$ cat config.mk
export PLATFORM = sky130hd
export DESIGN_NAME = jk_register_bank_flat
export DESIGN_NICKNAME = d
export VERILOG_FILES = /design/src/rtl/jk_register_bank_if.sv /design/src/rtl/jk_register_bank.sv /design/src/flat_wrapper.sv
export SDC_FILE = /design/constraint.sdc
export NUM_CORES = 1
export LEC_CHECK = 0
export ABC_AREA = 1
export CORE_AREA = 3 3 40 42
export DETAILED_ROUTE_END_ITERATION = 10
export DIE_AREA = 0 0 43 45
export PLACE_DENSITY = 0.67
export SYNTH_ARGS = -nofsm -noshare
export SYNTH_HDL_FRONTEND = slang
export SYNTH_SLANG_ARGS = --single-unit
export TNS_END_PERCENT = 100
$ cat constraint.sdc
create_clock -name clk -period 1.8 [get_ports clk]
set_clock_uncertainty 0.05 [all_clocks]
set_input_delay 0.36 -clock clk [delete_from_list [all_inputs] [get_ports clk]]
set_output_delay 0.36 -clock clk [all_outputs]
set_load 0.01 [all_outputs]
$ cat src/rtl/jk_register_bank_if.sv
// jk_register_bank_if: control inputs and state outputs of the JK register bank
interface jk_register_bank_if #(parameter int WIDTH = 4);
  logic             en;
  logic [1:0]       mode;
  logic [WIDTH-1:0] J;
  logic [WIDTH-1:0] K;
  logic [WIDTH-1:0] Q;
  logic [WIDTH-1:0] Qbar;
  logic             wrap;
  modport master (output en, mode, J, K, input Q, Qbar, wrap);
  modport slave  (input en, mode, J, K, output Q, Qbar, wrap);
endinterface

$ cat src/rtl/jk_register_bank.sv
// jk_register_bank: WIDTH JK flops usable as JK bank, up/down counter or shift register
module jk_register_bank #(
  parameter int               WIDTH     = 4,
  parameter logic [WIDTH-1:0] RESET_VAL = '0
) (
  input logic               clk,
  input logic               rst,
  jk_register_bank_if.slave bus
);
  logic [WIDTH-1:0] q_q, q_d, jk;
  logic             wrap_q, wrap_d;
  always_comb begin
    jk     = (bus.J & ~q_q) | (~bus.K & q_q);
    q_d    = !bus.en           ? q_q :
             bus.mode == 2'b00 ? jk :
             bus.mode == 2'b01 ? q_q + 1'b1 :
             bus.mode == 2'b10 ? q_q - 1'b1 :
                                 {q_q[WIDTH-2:0], bus.J[0]};
    wrap_d = bus.en && ((bus.mode == 2'b01 && &q_q) || (bus.mode == 2'b10 && ~|q_q));
  end
  always_ff @(posedge clk) begin
    if (rst) begin
      q_q    <= RESET_VAL;
      wrap_q <= 1'b0;
    end else begin
      q_q    <= q_d;
      wrap_q <= wrap_d;
    end
  end
  assign bus.Q    = q_q;
  assign bus.Qbar = ~q_q;
  assign bus.wrap = wrap_q;
endmodule

$ cat src/flat_wrapper.sv
// flat-port wrapper written by rule: the top's interface ports become plain ports
module jk_register_bank_flat 
#(
  parameter int               WIDTH     = 4,
  parameter logic [WIDTH-1:0] RESET_VAL = '0
)
  (clk, rst, bus_en, bus_mode, bus_J, bus_K, bus_Q, bus_Qbar, bus_wrap);
  jk_register_bank_if #(.WIDTH(WIDTH)) bus_i ();
  input logic clk;
  input logic rst;
  input wire logic [$bits(bus_i.en)-1:0] bus_en;
  input wire logic [$bits(bus_i.mode)-1:0] bus_mode;
  input wire logic [$bits(bus_i.J)-1:0] bus_J;
  input wire logic [$bits(bus_i.K)-1:0] bus_K;
  output wire logic [$bits(bus_i.Q)-1:0] bus_Q;
  output wire logic [$bits(bus_i.Qbar)-1:0] bus_Qbar;
  output wire logic [$bits(bus_i.wrap)-1:0] bus_wrap;
  assign bus_i.en = bus_en;
  assign bus_i.mode = bus_mode;
  assign bus_i.J = bus_J;
  assign bus_i.K = bus_K;
  assign bus_Q = bus_i.Q;
  assign bus_Qbar = bus_i.Qbar;
  assign bus_wrap = bus_i.wrap;
  jk_register_bank #(.WIDTH(WIDTH), .RESET_VAL(RESET_VAL)) u_core (.clk(clk), .rst(rst), .bus(bus_i));
endmodule
==> results of run 1 <==
-- sequential cells by signal (all words and copies together), names as in the netlist --
register / cells
u_core.bus.wrap: 1
u_core.bus.Q: 4
-- Yosys cell counts (2+ instances only) --
library cell	number	area [µm²]
o211ai_1	3	22.52
nand3_1	8	40.04
dfxtp_1	5	100.1
a21oi_1	2	10.01
o21ai_0	4	20.02
nand4_1	3	18.77
a31oi_1	2	12.51
ha_1	3	37.54
inv_1	12	45.04
nand2_1	23	86.33
-- final cells by class --
type / count / area (µm²)
flip-flops and latches: 5 / 100.1
fillers: 137 / 563.0
repair buffers: 24 / 232.7
inverters: 13 / 48.80
clock buffers: 4 / 26.28
multi-input cells: 54 / 295.3
well taps: 15 / 18.77
-- how the worst min path moves through the flow --
stage	startpoint	endpoint	slack, ps	cells past startpoint
finish	u_core.bus.Q[3]	u_core.bus.wrap	570	2
global route	u_core.bus.Q[3]	u_core.bus.wrap	610	2
CTS	u_core.bus.Q[3]	u_core.bus.wrap	570	2
detailed placement	u_core.bus.Q[3]	u_core.bus.wrap	560	2
global placement	u_core.bus.Q[3]	u_core.bus.wrap	540	2
floorplan	rst	u_core.bus.Q[0]	380	1
-- logic make-up (layout without fill, tap and decap cells) --
family                     after synthesis  after routing  share of synthesized area, %
and+or+nand+nor                         36             36                         35.65
AOI/OAI and AO/OA                       15             15                         21.73
buffers and inverters                   14             41                         11.98
DFF                                      5              5                         22.29
adders and majority gates                3              3                         8.357
-- placed cells by master (no fill, tap or decap), drive strengths merged --
cell / n
buf: 3
ha: 3
a31oi: 2
nor2: 2
a21oi: 3
o211ai: 3
dfxtp: 5
o31ai: 1
a211oi: 1
o221ai: 1
nand3: 8
clkdlybuf4s50: 21
o21ai: 4
clkbuf: 4
nand2: 23
nand4: 3
inv: 13
-- power breakdown --
group	leakage [nW]	internal (W)	switching [W]
sequential	0.0413	0.000119	0.00000871
clock	0.0150	0.0000840	0.0000487
combinational	0.275	0.0000847	0.0000801
-- through the flow --
stage | hold WS (ps) | instances | instance area (µm²)
after floorplan | 379.1 | 73 | 449.2
after global routing | 614.5 | 115 | 721.9
after CTS | 565.1 | 115 | 721.9
final | 568.0 | 115 | 721.9
after detailed placement | 559.7 | 111 | 695.7
after global placement | 544.3 | 111 | 695.7
-- layer usage --
layer / vias up / routed length (µm)
li1: 297 / -
met1: 258 / 535
met2: 31 / 650
met3: 2 / 116
met4: 0 / 12
met5: - / 0
-- worst reg2reg max path, delay by kind of cell, from the launching register on --
family          cells  cell delay, ps
compound gates      1              70
fa+ha+maj           1             220
buf+inv             2             220
flops               1             320
simple gates        4             280
==> results.cfg, run 1 <==
[run_status]
status = complete, no violations

[floorplanning]
rows = 13
core_area_um2 = 1285
dieArea_um2 = 1935
die_y_um = 45
ios = 22
fp.dieW_um = 43
initial_core_util_pct = 34.96

[grt]
busiest_layer = met2
met2_usage_pct = 26.65
grt_pass1_wl_um = 2208
antenna_found_initial = 0
grt_pass1_vias = 528
grt_max_degree = 9
met3_usage_pct = 7.968
grt_usage_pct = 15.54
grt-ovfl-total = 0
use_met1_pct = 17.03

[drt]
num_vias = 588
avgRoutedWirePerCell_um = 11.43
drt-total-wl_um = 1314
drt-initial-drc-count = 16
drc = 0
viasPerCell = 5.113
ant_nets = 0
dr.pass1.iters = 4

[clocking]
cts.sinks = 5
cts_buffers = 3
clock_path_buffers = 2
cts-root-buf = clkbuf_4
h-tree-depth = 1
clock_latency_ps = 240
hold_buffers = 0
clkTransAtPathRegs_ps = 40
cts_resized = 0
cts_tree = done
cts_setup_buffers = 0

[pwr]
power.density_nw_per_um2 = 589.7
p_leak_nw = 0.3310
power_w = 0.0004257
ir_drop_v = 0.0004640

[timing]
fin_crit_sh_pct = 96.33
tightest_slew_ps = 309.6
relSlewSlack_pct = 79.29
slew_viol_final = 0
rsz0062_at_grt = no
layout_setup_ws_ps = 65.98
post-route-min-period_ps = 1734
fmax_mhz = 576.7
finalHoldViolations = 0
setup_tns_ps = 0
setup_viol = 0

[critical_path]
reg2reg_depth = 8
crit_buf_inv = 2
path_class = flop to output port
cpMaxStageDelayCell = clkdlybuf4s50_1
path_max_fanout = 7
critPathLaunch = u_core.bus.Q[3]
cp.required_ps = 1390
crit_family = buffers and inverters
critPathArrivalTime_ps = 1320
reg2reg_to = u_core.bus.Q[2]
crit_cells = 2
path_cells = inv_1 -> clkdlybuf4s50_1
cp_slowest_stage_delay_ps = 490
start_kind = flop
regToRegSetupSlack_ps = 530
cp-end-kind = output port
cp-endpoint = bus_Qbar[3]
r2r_start = u_core.bus.Q[0]

[finish]
diodes = 0
nNetsFinal = 117
area_growth_pct = 60.72
layout-drive-gt1-share_pct = 9.000
final_util_pct = 56.18

[hold_path]
hp-class = flop to flop

[synthesis]
synth.avg_cell_area_um2 = 6.153
synthArstFlopShare_pct = 0
syn_area_um2 = 449.2
ys_ff_latch = 5
yosysSeqAreaShare_pct = 22.28
synth_top_flop_cell = dfxtp_1
synth-edff-count = 0
syn_inst = 73
ys_warn_count = 0
syn-num-nets = 89
synthDistinctLibCells = 18

[place]
place_ws_ps = 36.93
place_hpwl_um = 1051
gp_congestion = 0.8881
port_buffers = 21

[run]
drv_cap = 0
No activity file was read; power rests on OpenSTA's default activity.
==> run 2: changes to the inputs <==
CELL_PAD_IN_SITES_DETAIL_PLACEMENT = 1   (was not set)
CELL_PAD_IN_SITES_GLOBAL_PLACEMENT = 2   (was not set)
CORE_AREA = not set   (was 3 3 40 42)
CORE_ASPECT_RATIO = 0.6   (was not set)
CORE_MARGIN = 3   (was not set)
CORE_UTILIZATION = 20   (was not set)
DIE_AREA = not set   (was 0 0 43 45)
PLACE_DENSITY = 0.79   (was 0.67)
==> results.cfg, run 2 (synthesis gave the netlist of run 1 again) <==
[critical_path]
start_kind = flop
cp.required_ps = 1390
path_cells = inv_1 -> clkdlybuf4s50_1
critPathArrivalTime_ps = 1280
cp-end-kind = output port
cpMaxStageDelayCell = clkdlybuf4s50_1
path_max_fanout = 6
path_class = flop to output port
cp_slowest_stage_delay_ps = 570

[finish]
layout-drive-gt1-share_pct = 10.78
fillers = 279
final_common_cell = nand2_1
diodes = 0
nNetsFinal = 119
stdcell_area_um2 = 772.0
mostFrequentLayoutCells = nand2_1 (23), clkdlybuf4s50_1 (21), inv_1 (12)
multiInputGateArea_um2 = 295.3
area_growth_pct = 71.87
ff_latch_area_um2 = 100.1
largest_reg_flops = 4
final_util_pct = 38.95

[timing]
post-route-min-period_ps = 1686
setup_tns_ps = 0
relSlewSlack_pct = 77.84
tightest_slew_ps = 331.2
whs_ps = 488.3
rsz0062_at_grt = no
fmax_mhz = 593.2
fin_crit_sh_pct = 93.65
setup_viol = 0
slew_viol_final = 0
finalHoldViolations = 0

[drt]
viasPerCell = 4.408
drc = 0
drt-total-wl_um = 1678
avgRoutedWirePerCell_um = 12.91
num_vias = 573
dr.pass1.iters = 4
ant_nets = 0
drt-initial-drc-count = 19

[place]
gp_congestion = 0.7231
place_hpwl_um = 1384
placed_area_um2 = 726.9
port_buffers = 21

[grt]
grt_max_degree = 9
antenna_found_initial = 0
grt_pass1_vias = 524
grt_usage_pct = 12.64
busiest_layer = met1
use_met1_pct = 18.93
met3_usage_pct = 6.085
grt-ovfl-total = 0
grt_pass1_wl_um = 2670
met2_usage_pct = 16.41

[clocking]
cts.sinks = 5
cts_resized = 0
cts_buffers = 3
clock_path_buffers = 2
h-tree-depth = 1
clkTransAtPathRegs_ps = 40
cts_setup_buffers = 0
hold_buffers = 0
clock_latency_ps = 220
cts_tree = done
cts-root-buf = clkbuf_8

[pwr]
p_leak_nw = 0.3488
power.density_nw_per_um2 = 667.1
ir_drop_v = 0.0002343

[floorplanning]
fp.dieW_um = 67.18
initial_core_util_pct = 22.66
core_area_um2 = 1982
die_y_um = 42.71
rows = 12
ios = 22
dieArea_um2 = 2869

[hold_path]
hp-class = flop to flop

[run_status]
status = complete, no violations

[run]
drv_cap = 0
[run 2: power breakdown]
| part | leakage, nW | switching [W] | internal, W |
|---|---|---|---|
| Combinational | 0.285 | 0.0000878 | 0.0000884 |
| Sequential | 0.0413 | 0.00000850 | 0.000120 |
| Clock | 0.0228 | 0.0000583 | 0.000152 |
[run 2: path summary, 6_finish.rpt]
kind,slack (ps),to,startpoint,cells past startpoint
max,110,bus_Qbar[2],u_core.bus.Q[2],2
max reg2reg,460,u_core.bus.Q[2],u_core.bus.Q[0],8
min reg2reg,490,u_core.bus.Q[0],u_core.bus.Q[0],2
min,490,u_core.bus.Q[0],u_core.bus.Q[0],2
[run 2: area by class of cell]
type | instances | area share, %
timing repair buffer | 26 | 32.09
inverter | 13 | 6.321
clock buffer | 4 | 5.835
sequential | 5 | 12.97
multi-input combinational | 54 | 38.25
tap | 28 | 4.538
[run 2: stage by stage]
stage	std cells	worst slack, ps	power [W]
2_1_floorplan	73	440.8	0.0002086
3_3_place_gp	126	-24.39	0.0003053
3_5_place_dp	126	-28.73	0.0003054
4_1_cts	130	92.90	0.0005217
5_1_grt	130	41.88	0.0005508
6_report	130	114.3	0.0005150
[run 2: layer usage]
| metal | up-vias | wire length [µm] |
|---|---|---|
| met5 | - | 0 |
| met4 | 0 | 0 |
| met3 | 0 | 117 |
| met2 | 16 | 679 |
| met1 | 254 | 881 |
| li1 | 303 | - |
[run 2: critical path, delay by kind of cell, from the launching register on]
| family | cells | cell delay (ps) |
|---|---|---|
| flops | 1 | 310 |
| buf+inv | 2 | 740 |
